--- src/rtl/mole_pkg.sv ---
// Shared types and constants for the whack-a-mole round controller.
package mole_pkg;

  // Round controller states.
  typedef enum logic [2:0] {
    ST_IDLE,
    ST_LOAD,
    ST_RUN,
    ST_HIT,
    ST_MISS,
    ST_OVER
  } state_t;

  // Galois feedback mask for x^8 + x^6 + x^5 + x^4 + 1 (right-shifting form).
  localparam logic [7:0] LFSR_POLY = 8'hB8;

  // Shortest timer reload the controller will ever program.
  localparam logic [2:0] INTERVAL_FLOOR = 3'd1;

endpackage

--- src/rtl/mole_lfsr.sv ---
// 8-bit Galois LFSR used as the mole-position random source; advances every cycle.
module mole_lfsr
  import mole_pkg::*;
#(
  parameter logic [7:0] SEED = 8'hA5
) (
  input  logic       clk,
  input  logic       rst,
  output logic [7:0] value
);

  logic [7:0] lfsr_reg;

  // Shift right each cycle; when the bit shifted out is 1, fold in the feedback taps.
  always_ff @(posedge clk) begin
    if (rst) begin
      lfsr_reg <= SEED;
    end else if (lfsr_reg[0]) begin
      lfsr_reg <= (lfsr_reg >> 1) ^ LFSR_POLY;
    end else begin
      lfsr_reg <= lfsr_reg >> 1;
    end
  end

  assign value = lfsr_reg;

endmodule

--- src/rtl/mole_round_ctrl.sv ---
// Whack-a-mole round controller: drives the countdown timer, lights one hole per
// round, judges button presses against it and keeps score and lives.
module mole_round_ctrl
  import mole_pkg::*;
#(
  parameter int         N_HOLES   = 4,
  parameter int         LIVES     = 3,
  parameter int         SCORE_W   = 8,
  parameter logic [7:0] LFSR_SEED = 8'hA5
) (
  input  logic               clk,
  input  logic               rst,
  input  logic               start,
  input  logic [N_HOLES-1:0] btn,
  input  logic               timeout,
  output logic [2:0]         interval,
  output logic               dir,
  output logic               timer_rst_n,
  output logic [N_HOLES-1:0] mole,
  output logic [SCORE_W-1:0] score,
  output logic [2:0]         lives,
  output logic               round_active,
  output logic               game_over
);

  localparam int IDX_W = (N_HOLES > 1) ? $clog2(N_HOLES) : 1;

  state_t               state_reg;
  logic [N_HOLES-1:0]   btn_q;
  logic [N_HOLES-1:0]   mole_reg;
  logic [IDX_W-1:0]     idx_reg;
  logic [SCORE_W-1:0]   score_reg;
  logic [2:0]           lives_reg;
  logic [2:0]           interval_reg;
  logic                 dir_reg;
  logic                 timer_rst_n_reg;
  logic                 round_active_reg;
  logic                 game_over_reg;

  logic [7:0]           lfsr_value;
  logic [IDX_W-1:0]     cand_idx;
  logic [IDX_W-1:0]     next_idx;
  logic [N_HOLES-1:0]   next_onehot;
  logic [N_HOLES-1:0]   rise;
  logic                 wrong_press;
  logic                 right_press;
  logic                 go_hit;
  logic                 go_miss;
  logic [2:0]           interval_calc;
  logic [SCORE_W-1:0]   score_sat;
  logic [2:0]           lives_dec;
  logic                 unused_lfsr_bits;

  mole_lfsr #(
    .SEED (LFSR_SEED)
  ) u_lfsr (
    .clk   (clk),
    .rst   (rst),
    .value (lfsr_value)
  );

  // Only the low bits pick a hole; the rest of the LFSR state is intentionally unused.
  assign unused_lfsr_bits = ^lfsr_value[7:IDX_W];

  // Bump the candidate by one when it repeats the previous hole (wraps since N_HOLES is 2^k).
  assign cand_idx = lfsr_value[IDX_W-1:0];
  assign next_idx = (cand_idx == idx_reg) ? cand_idx + IDX_W'(1) : cand_idx;

  for (genvar gi = 0; gi < N_HOLES; gi++) begin : g_onehot
    assign next_onehot[gi] = (next_idx == IDX_W'(gi));
  end

  // A wrong rising edge dominates a correct one; a correct one dominates a timeout.
  assign rise        = btn & ~btn_q;
  assign wrong_press = |(rise & ~mole_reg);
  assign right_press = |(rise & mole_reg);
  assign go_hit      = ~wrong_press & right_press;
  assign go_miss     = wrong_press | (~right_press & timeout);

  // Timer reload shortens by one every four points and bottoms out once score reaches 24.
  assign interval_calc = (score_reg < SCORE_W'(24)) ? (3'd7 - score_reg[4:2]) : INTERVAL_FLOOR;

  assign score_sat = (&score_reg) ? score_reg : score_reg + SCORE_W'(1);
  assign lives_dec = (lives_reg == 3'd0) ? 3'd0 : lives_reg - 3'd1;

  // Round FSM with all outputs registered alongside the state transitions.
  always_ff @(posedge clk) begin
    if (rst) begin
      state_reg        <= ST_IDLE;
      btn_q            <= '0;
      mole_reg         <= '0;
      idx_reg          <= '0;
      score_reg        <= '0;
      lives_reg        <= 3'd0;
      interval_reg     <= 3'd7;
      dir_reg          <= 1'b0;
      timer_rst_n_reg  <= 1'b1;
      round_active_reg <= 1'b0;
      game_over_reg    <= 1'b0;
    end else begin
      btn_q <= btn;
      case (state_reg)
        ST_IDLE, ST_OVER: begin
          if (start) begin
            state_reg       <= ST_LOAD;
            score_reg       <= '0;
            lives_reg       <= 3'(LIVES);
            timer_rst_n_reg <= 1'b0;
            dir_reg         <= 1'b1;
            game_over_reg   <= 1'b0;
          end
        end
        ST_LOAD: begin
          state_reg        <= ST_RUN;
          idx_reg          <= next_idx;
          mole_reg         <= next_onehot;
          interval_reg     <= interval_calc;
          timer_rst_n_reg  <= 1'b1;
          round_active_reg <= 1'b1;
        end
        ST_RUN: begin
          if (go_miss) begin
            state_reg        <= ST_MISS;
            lives_reg        <= lives_dec;
            mole_reg         <= '0;
            round_active_reg <= 1'b0;
          end else if (go_hit) begin
            state_reg        <= ST_HIT;
            score_reg        <= score_sat;
            mole_reg         <= '0;
            round_active_reg <= 1'b0;
          end
        end
        ST_HIT: begin
          state_reg       <= ST_LOAD;
          timer_rst_n_reg <= 1'b0;
        end
        ST_MISS: begin
          if (lives_reg != 3'd0) begin
            state_reg       <= ST_LOAD;
            timer_rst_n_reg <= 1'b0;
          end else begin
            state_reg     <= ST_OVER;
            game_over_reg <= 1'b1;
          end
        end
        default: begin
          state_reg <= ST_IDLE;
        end
      endcase
    end
  end

  assign interval     = interval_reg;
  assign dir          = dir_reg;
  assign timer_rst_n  = timer_rst_n_reg;
  assign mole         = mole_reg;
  assign score        = score_reg;
  assign lives        = lives_reg;
  assign round_active = round_active_reg;
  assign game_over    = game_over_reg;

endmodule

--- config.mk ---
export PLATFORM = sky130hd
export DESIGN_NAME = mole_round_ctrl
export DESIGN_NICKNAME = d
export VERILOG_FILES = /design/src/rtl/mole_pkg.sv /design/src/rtl/mole_lfsr.sv /design/src/rtl/mole_round_ctrl.sv
export SDC_FILE = /design/constraint.sdc
export NUM_CORES = 1
export LEC_CHECK = 0
export CAP_MARGIN = 5
export CORE_UTILIZATION = 55
export DETAILED_ROUTE_END_ITERATION = 10
export GPL_TIMING_DRIVEN = 0
export MAX_ROUTING_LAYER = met4
export PLACE_DENSITY = 0.8
export SLEW_MARGIN = 10
export SYNTH_ARGS = -nofsm -noshare
export SYNTH_HDL_FRONTEND = slang
export SYNTH_HIERARCHICAL = 1
export SYNTH_SLANG_ARGS = --single-unit
--- constraint.sdc ---
create_clock -name clk -period 4.6 [get_ports clk]
set_input_delay 0.69 -clock clk [delete_from_list [all_inputs] [get_ports clk]]
set_output_delay 0.69 -clock clk [all_outputs]
set_load 0.01 [all_outputs]
==> results by group, run 1 <==
Critical path
  • Reg-to-reg slack, setup: 2230 ps
  • Crit end category: flop
  • Cell count of the worst reg-to-reg path: 6
  • WS Path Type: in -> reg
  • Slowest CP cell: or4_4
  • CP max stage delay: around 600 ps
  • Crit-path max FO: 10
  • Capturing point of the worst reg2reg path: score[0]
  • Crit-path cells: clkdlybuf4s50_1 -> nor3b_1 -> or4_4 -> or4_4 -> buf_2 -> or3_1 -> a21oi_1
  • Worst EP required: ~5000 ps
  • CP most frequent cell: or4_4
  • Reg2Reg Launch Point: mole[2]
  • CP top delay family: simple AND/OR/NAND/NOR gates
  • Type of origin of the critical path: input port
  • Critical path arrival: between 3000 and 4000 ps
  • CP bufs+invs: 2

Synth
  • Gate Count Post-Synth: around 200
  • Mapped Nets: 213
  • Syn Area/Cell: 8.39 um^2
  • Ys flop type: dfxtp_1
  • Dominant cells by area after synthesis: dfxtp_1, a21oi_1, nor2_1
  • Netlist Area Pre-Place: 1710 um^2
  • Post-synth cell types: 39
  • Seq/Total Area, Yosys: between 40% and 50%
  • Synth area leader: dfxtp_1
  • Synth top area share: a little under half
  • Count leader, synth: dfxtp_1
  • Yosys reg bits: 39
  • Asr flop ratio synth: 0%
  • Yosys warnings: 6
  • Top cells by count, synth: dfxtp_1, nor2_1, a21oi_1, o21ai_0, nand2_1
  • EDFF count, synth: 0

STA
  • Slew headroom: 63.3%
  • Part of the cycle the worst path needs: roughly 60%
  • # setup viols final: 0
  • RSZ-0062 raised after global routing: false
  • Worst-margin pin slew: 550 ps
  • Hold slack: about 420 ps
  • Tmin final: ~2800 ps
  • Fmax: approximately 0.35 GHz
  • Clock skew: ~7.2 ps
  • TNS Setup: 0 ps
  • Final setup margin: 1780 ps
  • Final Hold Viols: 0
  • Max-slew violation count: 0

Place
  • Placed cells: 264
  • Routability cong.: 0.854
  • Dpl hpwl: 2810 um
  • Setup WS pre-CTS: 1450 ps
  • Port Buf Inserts: 29
  • DP Area: 2040 um^2

Min path
  • Worst hold stages: 1
  • HP Class: reg -> reg
  • Hold Crit Start: u_lfsr/value[3]
  • Hold Crit Endpoint: u_lfsr/value[2]

Final layout
  • Area Growth Syn to Fin: 22.5%
  • Final Util: approximately 74%
  • ANT cells: 0
  • Fillers: between 200 and 250
  • Post-route cell area: 2100 um^2
  • Fraction of layout cells with a size suffix above 1: 5.83%
  • Post-layout nets: ~250
  • Fin cells: between 200 and 300

CTS
  • H-Tree Depth: 2
  • Number of buffers added for setup after CTS: 0
  • Cts bufs inserted: 5
  • Clock latency on the worst-skew pair: between 300 and 400 ps
  • Root buffer cell: clkbuf_4
  • Resize count post-CTS: 0
  • TritonCTS clock tree: built
  • Clock Pin Slew Worst Setup and Hold Paths: 110 ps
  • Hold buffers post-CTS: 0
  • Clock sinks: 39
  • Clk buf depth: 2

Detailed routing
  • DRC: 1
  • DR WL/cell: 14.5 um
  • DR vias/cell: ~6.0
  • Drt pass-1 iters: 7
  • First-iteration detailed-routing DRC count: 90
  • Routed wire length: 3930 um
  • DR vias: approximately 1.6k
  • Detail Route Antenna Nets: 0

Floorplanning
  • Ports: 30
  • Die area: ~3300 um^2
  • Num rows: 19
  • DIE HEIGHT: slightly below 60 um
  • Initial core utilization: 60.0%
  • Die span in x: between 50 and 60 um
  • Core box area: between 2000 and 3000 um^2

Pwr
  • Final Power: a little under 0.7 mW
  • VDD IR-drop max: 0.194 mV
  • Leak Pwr: 0.720 nW
  • Pwr/cell area: 328 nW/um^2

Global routing
  • Initial antenna violation count: 0
  • First-pass GRT wire length: roughly 6800 um
  • Overall global routing resource usage: a little over a quarter
  • Vias in the first global route: 1,533
  • Global route overflow: 0
  • Pin count of the biggest net entering global routing: 13

Outcome
  • Violated checks: design-rule violations
  • Status: complete, but fails checks

Job
  • Max cap viols: 0
worst max path at each step:
stage	start	to	slack, ps	cells past startpoint
finish	btn[2]	score[0]	1780	7
global route	btn[2]	score[5]	1670	6
CTS	btn[2]	score[0]	1790	7
detailed placement	btn[2]	score[0]	1450	7
global placement	btn[2]	score[0]	1500	7
floorplan	btn[2]	score[5]	2020	5
layout make-up:
cell class	instances	area, um^2	share of cell area (%)
Timing Repair Buffer	29	290	13.8
Inverter	5	18.8	0.895
Buffer	9	35.0	1.67
Multi-Input combinational cell	151	877	41.8
Clock inverter	1	5.00	0.239
Clock buffer	6	51.3	2.45
Tap cell	31	38.8	1.85
Sequential cell	39	781	37.2
kinds of logic after synthesis:
kind of cell    after synthesis  share of synthesized area [%]
xor+xnor                      4                           2.05
buf+inv                      14                           3.14
fa+ha+maj                     1                          0.731
compound gates               50                           17.0
simple gates                 96                           31.4
flops                        39                           45.6
routing by layer:
metal  track usage, %  vias up  wire [um]  part of all wire [%]
li1                 -      802          -                     -
met1             32.9      761       1750                    45
met2             43.0       53       1910                    49
met3             7.59       10        191                   4.9
met4             12.2        0         78                   2.0
met5                -        -          0                     0
where the power goes:
part	total, mW	internal (mW)	switching, mW	leakage, nW
clock	0.180	0.0709	0.109	0.0341
combinational	0.129	0.0612	0.0676	0.365
sequential	0.380	0.361	0.0193	0.321
cell usage in the layout (no fill, tap or decap), types with 3 or more instances in the layout:
| cell type | count |
|---|---|
| dfxtp_1 | 39 |
| clkdlybuf4s50_1 | 29 |
| nor2_1 | 23 |
| a21oi_1 | 22 |
| o21ai_0 | 12 |
| nand2_1 | 9 |
| clkbuf_1 | 8 |
| nor3_1 | 8 |
| nor2b_1 | 7 |
| nand3_1 | 7 |
| or3_1 | 6 |
| nand2b_1 | 6 |
| inv_1 | 5 |
| nand3b_1 | 5 |
| clkbuf_4 | 5 |
| nor3b_1 | 4 |
| or4_1 | 4 |
| nand4_1 | 3 |
| o31ai_1 | 3 |
| a211oi_1 | 3 |
| or2_2 | 3 |
| or2_1 | 3 |
| xnor2_1 | 3 |
worst register-to-register path, cell delays in order, from the launching register on:
cell and delay, ps:
dfxtp_1 400, nor3b_1 70, or4_4 560, or4_4 600, buf_2 200, or3_1 320, a21oi_1 150
No activity file was read; power rests on OpenSTA's default activity.
==> run 2: changes to the inputs <==
--- a/config.mk
+++ b/config.mk
@@ -6,11 +6,11 @@
 export NUM_CORES = 1
 export LEC_CHECK = 0
 export CAP_MARGIN = 5
-export CORE_UTILIZATION = 55
+export CORE_UTILIZATION = 51
 export DETAILED_ROUTE_END_ITERATION = 10
 export GPL_TIMING_DRIVEN = 0
 export MAX_ROUTING_LAYER = met4
-export PLACE_DENSITY = 0.8
+export PLACE_DENSITY = 0.75
 export SLEW_MARGIN = 10
 export SYNTH_ARGS = -nofsm -noshare
 export SYNTH_HDL_FRONTEND = slang
==> constraint.sdc (replaced) <==
create_clock -name clk -period 2.85 [get_ports clk]
set_input_delay 0.4275 -clock clk [delete_from_list [all_inputs] [get_ports clk]]
set_output_delay 0.4275 -clock clk [all_outputs]
set_load 0.01 [all_outputs]
==> run 2 against run 1 <==
  * Count of clock-buffer cells in the layout did not move
  * Critical path depth unchanged
  * Final cell count rose by 5.2%
  * Power rose by 85%
  * The flow now finishes without violations
==> results by group, run 2 (synthesis results as in run 1) <==
CTS
  • Hold buffers post-CTS: 0 (unchanged)
  • Number of buffers added for setup after CTS: 0 (unchanged)
  • Clock sinks: 39 (unchanged)
  • TritonCTS clock tree: built
  • H-Tree Depth: 2 (unchanged)
  • Clk buf depth: 2 (unchanged)
  • Resize count post-CTS: 0 (unchanged)
  • Clock Pin Slew Worst Setup and Hold Paths: 120 ps (about the same)
  • Cts bufs inserted: 5 (unchanged)
  • Root buffer cell: clkbuf_4
  • Clock latency on the worst-skew pair: 350 ps (about the same)

Pwr
  • VDD IR-drop max: 0.405 mV (+110%)
  • Leak Pwr: 0.738 nW (+2.5%)
  • Pwr/cell area: 591 nW/um^2 (+80%)

Job
  • Max cap viols: 0 (unchanged)

Critical path
  • Crit end category: flop
  • CP max stage delay: 600 ps (about the same)
  • Critical path arrival: 2810 ps (-280 ps)
  • CP top delay family: simple AND/OR/NAND/NOR gates
  • Crit-path cells: clkdlybuf4s50_1 -> nor3b_1 -> or4_4 -> or4_4 -> buf_2 -> or3_1 -> a21oi_1
  • Reg2Reg Launch Point: mole[2]
  • CP bufs+invs: 2 (unchanged)
  • Crit path launch: btn[2]
  • Worst EP required: 3130 ps (-1740 ps)
  • CP most frequent cell: or4_4
  • Crit-path max FO: 10 (unchanged)
  • Type of origin of the critical path: input port
  • WS Path Type: in -> reg
  • Slowest CP cell: or4_4

Global routing
  • Initial antenna violation count: 0 (unchanged)
  • Global route overflow: 0 (unchanged)
  • Pin count of the biggest net entering global routing: 13 (unchanged)
  • Vias in the first global route: 1,504 (-1.9%)
  • First-pass GRT wire length: 6490 um (-4.1%)
  • Overall global routing resource usage: 24.7% (-2.6 points)

Floorplanning
  • Die area: 3590 um^2 (+7.6%)
  • Ports: 30 (unchanged)
  • Die span in x: 59.9 um (+3.7%)
  • Initial core utilization: 54.7% (-5.3 points)
  • DIE HEIGHT: 59.9 um (+3.7%)
  • Core box area: 3130 um^2 (+9.6%)
  • Num rows: 20 (+1)

Min path
  • HP Class: reg -> reg
  • Hold Crit Start: u_lfsr/value[3]

Detailed routing
  • DR vias: 1,628 (+0.12%)
  • Detail Route Antenna Nets: 0 (unchanged)
  • DRC: 0 (-1)
  • DR WL/cell: 13.2 um (-8.9%)
  • Drt pass-1 iters: 4 (-3)
  • First-iteration detailed-routing DRC count: 111 (+23%)
  • Routed wire length: 3770 um (-4.2%)
  • DR vias/cell: 5.71 (-4.8%)

Outcome
  • Status: completed

STA
  • Fmax: about 0.4 GHz
  • Max-slew violation count: 0 (unchanged)
  • RSZ-0062 raised after global routing: false
  • # setup viols final: 0 (unchanged)
  • Worst-margin pin slew: 518 ps (-31.4 ps)
  • Slew headroom: 65.4% (+2.1 points)
  • Tmin final: around 2500 ps
  • Part of the cycle the worst path needs: between 80% and 90%
  • Clock skew: 12.1 ps (+4.85 ps)
  • Final Hold Viols: 0 (unchanged)
  • TNS Setup: 0 ps (unchanged)

Final layout
  • Most frequent cells in the layout: dfxtp_1, clkdlybuf4s50_1, nor2_1
  • Commonest non-fill, non-tap cell in the layout: dfxtp_1
  • Fillers: 275 (+20%)
  • Post-route cell area: 2160 um^2 (+2.9%)
  • Area Growth Syn to Fin: 26.1%
  • ANT cells: 0 (unchanged)
  • Fraction of layout cells with a size suffix above 1: 5.81% (-0.024 points)
  • Post-layout nets: 249 (unchanged)

Place
  • DP Area: 2060 um^2 (+0.80%)
  • Dpl hpwl: 2710 um (-3.5%)
  • Port Buf Inserts: 29 (unchanged)
  • Routability cong.: 0.883 (+3.5%)
run 2: power breakdown:
group	switching [mW]	internal [mW]	total, mW
Clock	0.183	0.274	0.457
Sequential	0.0316	0.582	0.614
Combinational	0.107	0.0987	0.205
run 2: area by class of cell:
| cell class | instances | area [um^2] | area share, % |
|---|---|---|---|
| Multi-Input combinational cell | 151 | 877 | 40.6 |
| Sequential cell | 39 | 781 | 36.2 |
| Timing Repair Buffer | 29 | 290 | 13.4 |
| Clock inverter | 2 | 60.1 | 2.78 |
| Tap cell | 44 | 55.1 | 2.55 |
| Clock buffer | 6 | 41.3 | 1.91 |
| Buffer | 9 | 35.0 | 1.62 |
| Inverter | 5 | 18.8 | 0.870 |
run 2: final timing paths:
kind,end,slack (ps),cells after the start
worst max register to register,score[0],530,6
worst max-delay path,score[0],320,7
worst min register to register,u_lfsr/value[2],430,1
worst min-delay path,u_lfsr/value[2],430,1
run 2: worst reg2reg max path: cells and delay by family, from the launching register on:
kind            cells  cell delay [ps]
buf+inv             1              200
compound gates      1              120
flops               1              400
simple gates        4             1550
run 2: routing by layer:
layer	part of all wire [%]	GRT usage, %
met3	4.7	4.98
met4	1.2	9.30
met1	47	30.0
met5	0	-
met2	47	40.3
run 2: stage by stage:
| stage | hold slack [ps] | total power [mW] | utilization (%) | setup WS [ps] | std cells |
|---|---|---|---|---|---|
| global placement | 390 | 0.821 | 65.8 | 6.82 | 277 |
| finish | 434 | 1.28 | 69.0 | 324 | 285 |
| floorplan | 385 | 0.748 | - | 536 | 204 |
| CTS | 438 | 1.28 | 69.0 | 335 | 285 |
| global route | 455 | 1.34 | 69.0 | 223 | 285 |
| detailed placement | 408 | 0.829 | 65.8 | -36.8 | 277 |
